File: src/rtl/prog_loader_pkg.sv
// prog_loader_pkg
// Shared MCU definitions for the boot-time program loader: FSM state
// encoding, the instruction byte width and the default instruction memory
// geometry.
// Ports: none (package).
package prog_loader_pkg;

    localparam int BYTE_W          = 8;
    localparam int DEF_IMEM_DEPTH  = 256;
    localparam int DEF_ADDR_W      = 8;

    localparam logic [2:0] ENC_IDLE  = 3'd0;
    localparam logic [2:0] ENC_LEN   = 3'd1;
    localparam logic [2:0] ENC_DATA  = 3'd2;
    localparam logic [2:0] ENC_CSUM  = 3'd3;
    localparam logic [2:0] ENC_DONE  = 3'd4;
    localparam logic [2:0] ENC_ERROR = 3'd5;

    typedef enum logic [2:0] {
        ST_IDLE  = ENC_IDLE,
        ST_LEN   = ENC_LEN,
        ST_DATA  = ENC_DATA,
        ST_CSUM  = ENC_CSUM,
        ST_DONE  = ENC_DONE,
        ST_ERROR = ENC_ERROR
    } state_t;

endpackage

File: src/rtl/prog_loader.sv
// prog_loader
// Boot-time loader that fills the MCU instruction memory from a byte stream
// (length header, N instruction bytes, optional checksum) and keeps the MCU
// in reset until the image is in place.
//
// Optional feature macro: PROG_LOADER_CHECKSUM_EN
//   defined   -> a trailing 8-bit sum byte is required and checked
//   undefined -> no checksum state or accumulator; DATA ends the session
//
// Ports:
//   Clk      in   rising-edge clock
//   Reset    in   asynchronous active-low reset
//   Start    in   begin a session (honoured in IDLE, DONE, ERROR)
//   InValid  in   input byte valid
//   InData   in   input byte
//   InReady  out  loader accepts a byte (LEN, DATA, CSUM)
//   MemWe    out  instruction memory write enable (one cycle per byte)
//   MemAddr  out  instruction memory write address
//   MemData  out  instruction memory write data
//   McuHold  out  holds the MCU in reset when high
//   resetPC  out  one-cycle pulse zeroing the MCU program counter
//   Busy     out  session in progress
//   Done     out  last session loaded successfully
//   Error    out  last session failed
module prog_loader
    import prog_loader_pkg::*;
#(
    parameter int IMEM_DEPTH = DEF_IMEM_DEPTH,
    parameter int ADDR_W     = DEF_ADDR_W
) (
    input  logic              Clk,
    input  logic              Reset,
    input  logic              Start,
    input  logic              InValid,
    input  logic [BYTE_W-1:0] InData,
    output logic              InReady,
    output logic              MemWe,
    output logic [ADDR_W-1:0] MemAddr,
    output logic [BYTE_W-1:0] MemData,
    output logic              McuHold,
    output logic              resetPC,
    output logic              Busy,
    output logic              Done,
    output logic              Error
);

    // One extra bit so a full-depth image never needs wrap handling.
    localparam int CNT_W = ADDR_W + 1;

    state_t            state;
    logic [CNT_W-1:0]  count;
    logic [CNT_W-1:0]  len;
    logic [CNT_W-1:0]  count_inc;
    logic              xfer;
    logic              len_ok;
    logic              last_byte;
`ifdef PROG_LOADER_CHECKSUM_EN
    logic [BYTE_W-1:0] sum;
`endif

    assign xfer      = InValid && InReady;
    assign count_inc = count + CNT_W'(1);
    assign last_byte = (count_inc == len);
    assign len_ok    = (InData != '0) && (int'(InData) <= IMEM_DEPTH);

`ifdef PROG_LOADER_CHECKSUM_EN
    // Running sum of the instruction bytes, cleared when a session starts.
    always_ff @(posedge Clk or negedge Reset) begin
        if (!Reset) begin
            sum <= '0;
        end else if ((state == ST_IDLE) || (state == ST_DONE) || (state == ST_ERROR)) begin
            if (Start) begin
                sum <= '0;
            end
        end else if ((state == ST_DATA) && xfer) begin
            sum <= sum + InData;
        end
    end
`endif

    // Loader FSM; every output is registered alongside the state so the
    // status flags are clean decodes of the state just entered.
    always_ff @(posedge Clk or negedge Reset) begin
        if (!Reset) begin
            state   <= ST_IDLE;
            count   <= '0;
            len     <= '0;
            InReady <= 1'b0;
            MemWe   <= 1'b0;
            MemAddr <= '0;
            MemData <= '0;
            McuHold <= 1'b1;
            resetPC <= 1'b0;
            Busy    <= 1'b0;
            Done    <= 1'b0;
            Error   <= 1'b0;
        end else begin
            MemWe   <= 1'b0;
            resetPC <= 1'b0;
            case (state)
                ST_IDLE, ST_DONE, ST_ERROR: begin
                    if (Start) begin
                        state   <= ST_LEN;
                        count   <= '0;
                        InReady <= 1'b1;
                        Busy    <= 1'b1;
                        Done    <= 1'b0;
                        Error   <= 1'b0;
                        McuHold <= 1'b1;
                    end
                end
                ST_LEN: begin
                    if (xfer) begin
                        len <= CNT_W'(InData);
                        if (len_ok) begin
                            state <= ST_DATA;
                        end else begin
                            state   <= ST_ERROR;
                            InReady <= 1'b0;
                            Busy    <= 1'b0;
                            Error   <= 1'b1;
                        end
                    end
                end
                ST_DATA: begin
                    if (xfer) begin
                        MemWe   <= 1'b1;
                        MemAddr <= count[ADDR_W-1:0];
                        MemData <= InData;
                        count   <= count_inc;
                        if (last_byte) begin
`ifdef PROG_LOADER_CHECKSUM_EN
                            state <= ST_CSUM;
`else
                            state   <= ST_DONE;
                            InReady <= 1'b0;
                            Busy    <= 1'b0;
                            Done    <= 1'b1;
                            McuHold <= 1'b0;
                            resetPC <= 1'b1;
`endif
                        end
                    end
                end
`ifdef PROG_LOADER_CHECKSUM_EN
                ST_CSUM: begin
                    if (xfer) begin
                        InReady <= 1'b0;
                        Busy    <= 1'b0;
                        if (InData == sum) begin
                            state   <= ST_DONE;
                            Done    <= 1'b1;
                            McuHold <= 1'b0;
                            resetPC <= 1'b1;
                        end else begin
                            state <= ST_ERROR;
                            Error <= 1'b1;
                        end
                    end
                end
`endif
                default: begin
                    state   <= ST_IDLE;
                    InReady <= 1'b0;
                    Busy    <= 1'b0;
                    Done    <= 1'b0;
                    Error   <= 1'b0;
                    McuHold <= 1'b1;
                end
            endcase
        end
    end

endmodule

File: config.mk
export PLATFORM = sky130hd
export DESIGN_NAME = prog_loader
export DESIGN_NICKNAME = d
export VERILOG_FILES = /design/src/rtl/prog_loader_pkg.sv /design/src/rtl/prog_loader.sv
export SDC_FILE = /design/constraint.sdc
export NUM_CORES = 1
export LEC_CHECK = 0
export BUFFER_PORTS_ARGS = -buffer_cell sky130_fd_sc_hd__buf_2
export CAP_MARGIN = 20
export CORE_ASPECT_RATIO = 0.6
export CORE_MARGIN = 5
export CORE_UTILIZATION = 35
export DETAILED_ROUTE_END_ITERATION = 10
export GPL_ROUTABILITY_DRIVEN = 0
export PLACE_DENSITY = 0.58
export SYNTH_ARGS = -nofsm -noshare
export SYNTH_HDL_FRONTEND = slang
export SYNTH_SLANG_ARGS = --single-unit
File: constraint.sdc
create_clock -name Clk -period 2.5 [get_ports Clk]
set_input_delay 0.125 -clock Clk [delete_from_list [all_inputs] [get_ports Clk]]
set_output_delay 0.125 -clock Clk [all_outputs]
set_load 0.05 [all_outputs]
==> out/metrics.cfg, run 1 <==
[sta]
setup_tns_ps = 0
tightest_slew_ps = 942.0
setup_violations = 0
final-hold-violation-count = 0
relSlewSlack_pct = 37.20
finalClockSkew_ps = 7.668
period_share_pct = 84.64
finalCriticalPeriod_ps = 2116
slew_viol_final = 0
grt_setup_unrepaired = no
fmaxAchievable_ghz = 0.4726

[synthesis]
synth_edf_count = 0
seq_area_frac_synth_pct = 48.58
synth-seq-cells = 42
ys_top_cells_by_area = dfrtp_1, nand2_1, mux2_2, o21ai_0, xnor2_1
yosysWarnings = 0
synth_top_area_share_pct = 47.37
synth_top_area_cell = dfrtp_1
synthArstFlopShare_pct = 100.0
syn_nets = 245
synth.distinct_cells = 49
synthCells = 232
synth_most_common_cell = nand2_1
syn_area_per_cell_um2 = 9.335
synth_common_cells = nand2_1, dfrtp_1, o21ai_0
synth_area_um2 = 2166
synthFlopType = dfrtp_1

[power]
p_per_area_nw_per_um2 = 1086
ir_worst_vdd_v = 0.0004866
power_leakage_nw = 1.214
p_total_w = 0.002721

[clocking]
max-clock-path-buffers = 2
cts_made_buffers = 5
cts_root_buffer = clkbuf_8
clk_pin_slew_ps = 90
cts_tree = done
htreeDepth = 2
clock_sinks = 42
insertion_delay_ps = 290

[setup_path]
cpLargestDelayFamily = simple AND/OR/NAND/NOR gates
crit_fanout = 10
cpPeakStageDelay_ps = 460
r2r_start = count[0]
cp-startpoint = count[0]
cp_num_buf_inv = 0
crit_type = reg -> reg
cp.required_ps = 2740
crit_chain = ha_1 > nand3_1 > o21a_1 > nor4_2 > nor3b_4 > a32o_2
reg2regPathDepth = 6
timing.rr.end = Done
r2r_setup_slack_ps = 380
crit_path_start_kind = register
cp_slowest_cell = dfrtp_1
cp.arrival_ps = 2350
end_kind = register

[routing]
drt-initial-drc-count = 98
viasPerCell = 5.132
drc = 0
via_count = 1786
wl_met3_um = 364
wl_um = 5185
first_pass_iters = 4
highest_layer = met4
dr_wl_met2_um = 2081
wire_per_inst_um = 14.90
wl_met1_um = 2710
postRouteAntennaNets = 0

[min_path]
hp-class = in -> reg
holdPathStages = 3
hold_start = InData[6]
hold_end = MemData[6]

[floorplan]
die_w_um = 111.6
die_y_um = 70.94
core_um2 = 6056
initial_utilization_pct = 35.76
core.rowCount = 22
die_area_um2 = 7913
ios = 35

[layout]
nFillCells = 633
area_growth_pct = 15.71
layout.nets = 276
num_antenna_cells = 0
final_layout_size_suffix_gt1_share_pct = 22.73

[grt]
grt_pass1_wl_um = 8832
grt.overflow.total = 0
grt_max_degree = 43
grt_use_total_pct = 13.85
grt_pass1_vias = 1713
antenna_found_initial = 0

[place]
port_buffers = 34
dpl.hpwl_um = 3728

[run_status]
outcome = finished clean

[flow_run]
max-cap-violations = 0

cell usage in the layout (no fill, tap or decap), drive strengths merged, types with 6 or more instances in the layout:
cell / count
nand2: 58
dfrtp: 41
buf: 37
o21ai: 15
nor2: 13
mux2: 8
nand3: 7
nor2b: 6
xnor2: 6
clkbuf: 6
worst max path at each step:
stage / to / slack (ps) / cells past startpoint
CTS: Done / 380 / 6
global route: Busy / 220 / 6
finish: Done / 380 / 6
global placement: state[1] / 510 / 6
detailed placement: state[1] / 420 / 6
floorplan: Done / 690 / 7
flip-flops by register name (all words and copies together), names as in the netlist:
| signal | count |
|---|---|
| count | 9 |
| MemAddr | 8 |
| MemData | 8 |
| len | 8 |
| state | 3 |
| Busy | 1 |
| Done | 1 |
| Error | 1 |
| McuHold | 1 |
| MemWe | 1 |
| resetPC | 1 |
where the power goes:
group | leakage [nW] | switching, W | internal [W]
sequential | 0.548 | 0.000180 | 0.000859
combinational | 0.614 | 0.000748 | 0.000391
clock | 0.0514 | 0.000244 | 0.000298
total | 1.21 | 0.00117 | 0.00155
worst reg2reg max path: cells and delay by family (launching register included):
kind                       cells  cell delay, ps
DFF                            1             460
and+or+nand+nor                3             800
adders and majority gates      1             380
AOI/OAI and AO/OA              2             420
per-layer routing:
layer	GRT usage, %	vias to the layer above
met2	18.70	66
met4	2.429	0
met3	4.274	6
met5	0	-
met1	21.67	855
li1	-	859
cell type report:
class	instances	area, um2	share of cell area, %
Inverter	3	11.26	0.4493
Sequential cell	42	1052	41.99
Clock buffer	6	72.57	2.896
Clock inverter	2	37.54	1.498
Tap cell	84	105.1	4.194
Multi-Input combinational cell	173	1025	40.89
Timing Repair Buffer	38	202.7	8.088
cells by family (layout without fill, tap and decap cells):
group,count (synthesis),count (layout),synth area share (%)
AOI/OAI and AO/OA,44,44,13.17
adders and majority gates,1,1,0.5776
xor gates and xnor gates,10,10,4.044
and+or+nand+nor,110,110,25.36
DFF,42,42,48.58
buffers and inverters,17,49,4.101
muxes,8,8,4.160
stage by stage:
| stage | utilization, % | hold slack, ps | cells | worst slack [ps] | instance area (um2) |
|---|---|---|---|---|---|
| final | 41.38 | 50.06 | 348 | 384.0 | 2506 |
| after global routing | 41.38 | 54.83 | 348 | 217.3 | 2506 |
| after CTS | 41.38 | 41.04 | 348 | 382.5 | 2506 |
| after detailed placement | 39.40 | 326.3 | 339 | 416.2 | 2386 |
| after global placement | 39.40 | 321.8 | 339 | 505.6 | 2386 |
| after floorplan | - | -170.6 | 232 | 688.3 | 2166 |
repair_timing:
item / CTS / global route
hold buffers: 1 / 0
setup buffers: 0 / 0
gates resized for setup: 0 / 0
endpoints found under the hold margin: 10 / 0
No activity file was read; power rests on OpenSTA's default activity.
==> inputs of run 2 (changes only) <==
--- a/config.mk
+++ b/config.mk
@@ -12,7 +12,7 @@
 export CORE_UTILIZATION = 35
 export DETAILED_ROUTE_END_ITERATION = 10
 export GPL_ROUTABILITY_DRIVEN = 0
-export PLACE_DENSITY = 0.58
+export PLACE_DENSITY = 0.6
 export SYNTH_ARGS = -nofsm -noshare
 export SYNTH_HDL_FRONTEND = slang
 export SYNTH_SLANG_ARGS = --single-unit
==> constraint.sdc (replaced) <==
create_clock -name Clk -period 1.7 [get_ports Clk]
set_input_delay 0.085 -clock Clk [delete_from_list [all_inputs] [get_ports Clk]]
set_output_delay 0.085 -clock Clk [all_outputs]
set_load 0.05 [all_outputs]
==> out/metrics.cfg, run 2 (synthesis gave the netlist of run 1 again) <==
[power]
ir_worst_vdd_v = 0.0007204  ; +48%
switching_power_w = 0.001912  ; +63%
pwr-share-comb_pct = 48.3  ; +6.4 points
switching_share_pct = 44.35  ; +1.3 points
p_per_area_nw_per_um2 = 1468  ; +35%
power.internal_w = 0.002398  ; +55%
p_clk_share_pct = 16.2  ; -3.7 points
power_leakage_nw = 1.421  ; +17%
pwr-share-seq_pct = 35.4  ; -2.8 points

[routing]
drt-initial-drc-count = 127  ; +30%
via_count = 1860  ; +4.1%
wl_um = 5667  ; +9.3%
postRouteAntennaNets = 0  ; unchanged
wire_per_inst_um = 14.87  ; -0.17%
first_pass_iters = 5  ; +1
viasPerCell = 4.882  ; -4.9%
drc = 0  ; unchanged

[setup_path]
cp.arrival_ps = 1980  ; -370 ps
cp.required_ps = 1890  ; -850 ps
reg2regPathDepth = 7  ; +1
r2r_setup_slack_ps = -90  ; -470 ps
end_kind = register
crit_type = reg -> reg
crit_path_start_kind = register
r2r_start = count[0]
timing.rr.end = Done
crit_fanout = 5  ; -5

[layout]
layout.nets = 309  ; +12%
final_cell_mix = nand2_1, dfrtp_1, buf_2
area_growth_pct = 35.53
final_common_cell = nand2_1
num_antenna_cells = 0  ; unchanged
largest-register = count
nFillCells = 594  ; -6.2%
largest_reg_flops = 9  ; unchanged
final_layout_size_suffix_gt1_share_pct = 38.38  ; +16 points

[sta]
finalClockSkew_ps = 18.20  ; +10.53 ps
setup_violations = 6  ; +6
setup_slack_ps = -90.09  ; -474.1 ps
finalCriticalPeriod_ps = 1790  ; -325.9 ps
relSlewSlack_pct = 69.44  ; +32 points
slew_viol_final = 0  ; unchanged
hold_slack_ps = 3.963  ; -46.10 ps
grt_setup_unrepaired = yes
fmaxAchievable_ghz = 0.5586  ; +18%
period_share_pct = 105.3  ; +21 points
tightest_slew_ps = 458.3  ; -483.7 ps
final-hold-violation-count = 0  ; unchanged

[clocking]
cts_root_buffer = clkbuf_8
clk_pin_slew_ps = 100  ; about the same
cts_made_buffers = 5  ; unchanged
max-clock-path-buffers = 2  ; unchanged
insertion_delay_ps = 300  ; about the same
clock_sinks = 42  ; unchanged
htreeDepth = 2  ; unchanged
cts_tree = done

[grt]
grt_max_degree = 25  ; -42%
grt.overflow.total = 0  ; unchanged
antenna_found_initial = 0  ; unchanged
grt_pass1_wl_um = 9446  ; +7.0%
grt_pass1_vias = 1795  ; +4.8%
grt_use_total_pct = 14.70  ; +0.85 points

[place]
port_buffers = 34  ; unchanged
dp_slack_ps = -80.75  ; -496.9 ps
dpl.hpwl_um = 4079  ; +9.4%

[run_status]
failed_checks = negative setup slack
outcome = finished, violations left

[floorplan]
die_w_um = 111.6  ; unchanged
die_y_um = 70.94  ; unchanged
die_area_um2 = 7913  ; unchanged
core.rowCount = 22  ; unchanged
core_um2 = 6056  ; unchanged
initial_utilization_pct = 35.76  ; unchanged
ios = 35  ; unchanged

[min_path]
hold_end = MemData[5]
hold_start = InData[5]
hp-class = in -> reg
holdPathStages = 3  ; unchanged

[flow_run]
max-cap-violations = 0  ; unchanged

==> run 2: worst max-delay path by stage <==
stage | start | to | slack [ps] | cells past startpoint
finish | count[0] | Done | -90 | 7
global route | count[0] | Done | -150 | 6
CTS | count[1] | Done | -30 | 7
detailed placement | count[1] | Done | -80 | 6
global placement | count[1] | Done | -10 | 6
floorplan | count[0] | Done | -30 | 7
==> run 2: power groups by stage <==
stage	registers, W	logic, W	clock network, W
floorplan	0.00190	0.000934	0
global placement	0.00151	0.00188	0
detailed placement	0.00151	0.00189	0
CTS	0.00151	0.00199	0.000720
global route	0.00157	0.00225	0.000771
finish	0.00153	0.00208	0.000700
==> run 2: cell type report <==
class                           count  area [um2]  area share (%)
Inverter                            3       11.26          0.3836
Clock buffer                        5       68.82           2.344
Clock inverter                      3       27.53          0.9378
Sequential cell                    42        1056           35.98
Timing Repair Buffer               71       485.5           16.54
Tap cell                           84       105.1           3.581
Multi-Input combinational cell    173        1181           40.24
==> run 2: layer usage <==
metal,track usage (%),up-vias,part of all wire [%]
li1,-,922,-
met1,23.09,893,53
met2,20.44,45,42
met3,4.188,0,5.1
met4,1.619,0,0
met5,0,-,0
==> run 2: metrics by stage <==
stage               util, %  cells  TNS, ps  power (W)  cell area, um2
floorplan                 -    232   -55.93   0.002831            2182
global placement      43.64    368   -23.67   0.003387            2643
detailed placement    43.64    368   -334.9   0.003403            2643
CTS                   47.11    380   -33.85   0.004226            2853
global route          48.47    381   -812.3   0.004586            2935
finish                48.47    381   -276.9   0.004310            2935
==> run 2: worst max-delay path: stages (launching register included) <==
cell     delay [ps]
dfrtp_1         440
ha_4            210
buf_4           140
and3_4          180
nand3_4          70
o32ai_4          80
or2_4           290
a32o_2          250
==> run 2: what timing repair did <==
item | CTS | global route
gates resized for setup | 18 | 13
hold buffers | 2 | 0
hold endpoints to repair | 18 | 0
pin swaps | 6 | 7
buffers inserted | 3 | 1
setup endpoints to repair | 6 | 9
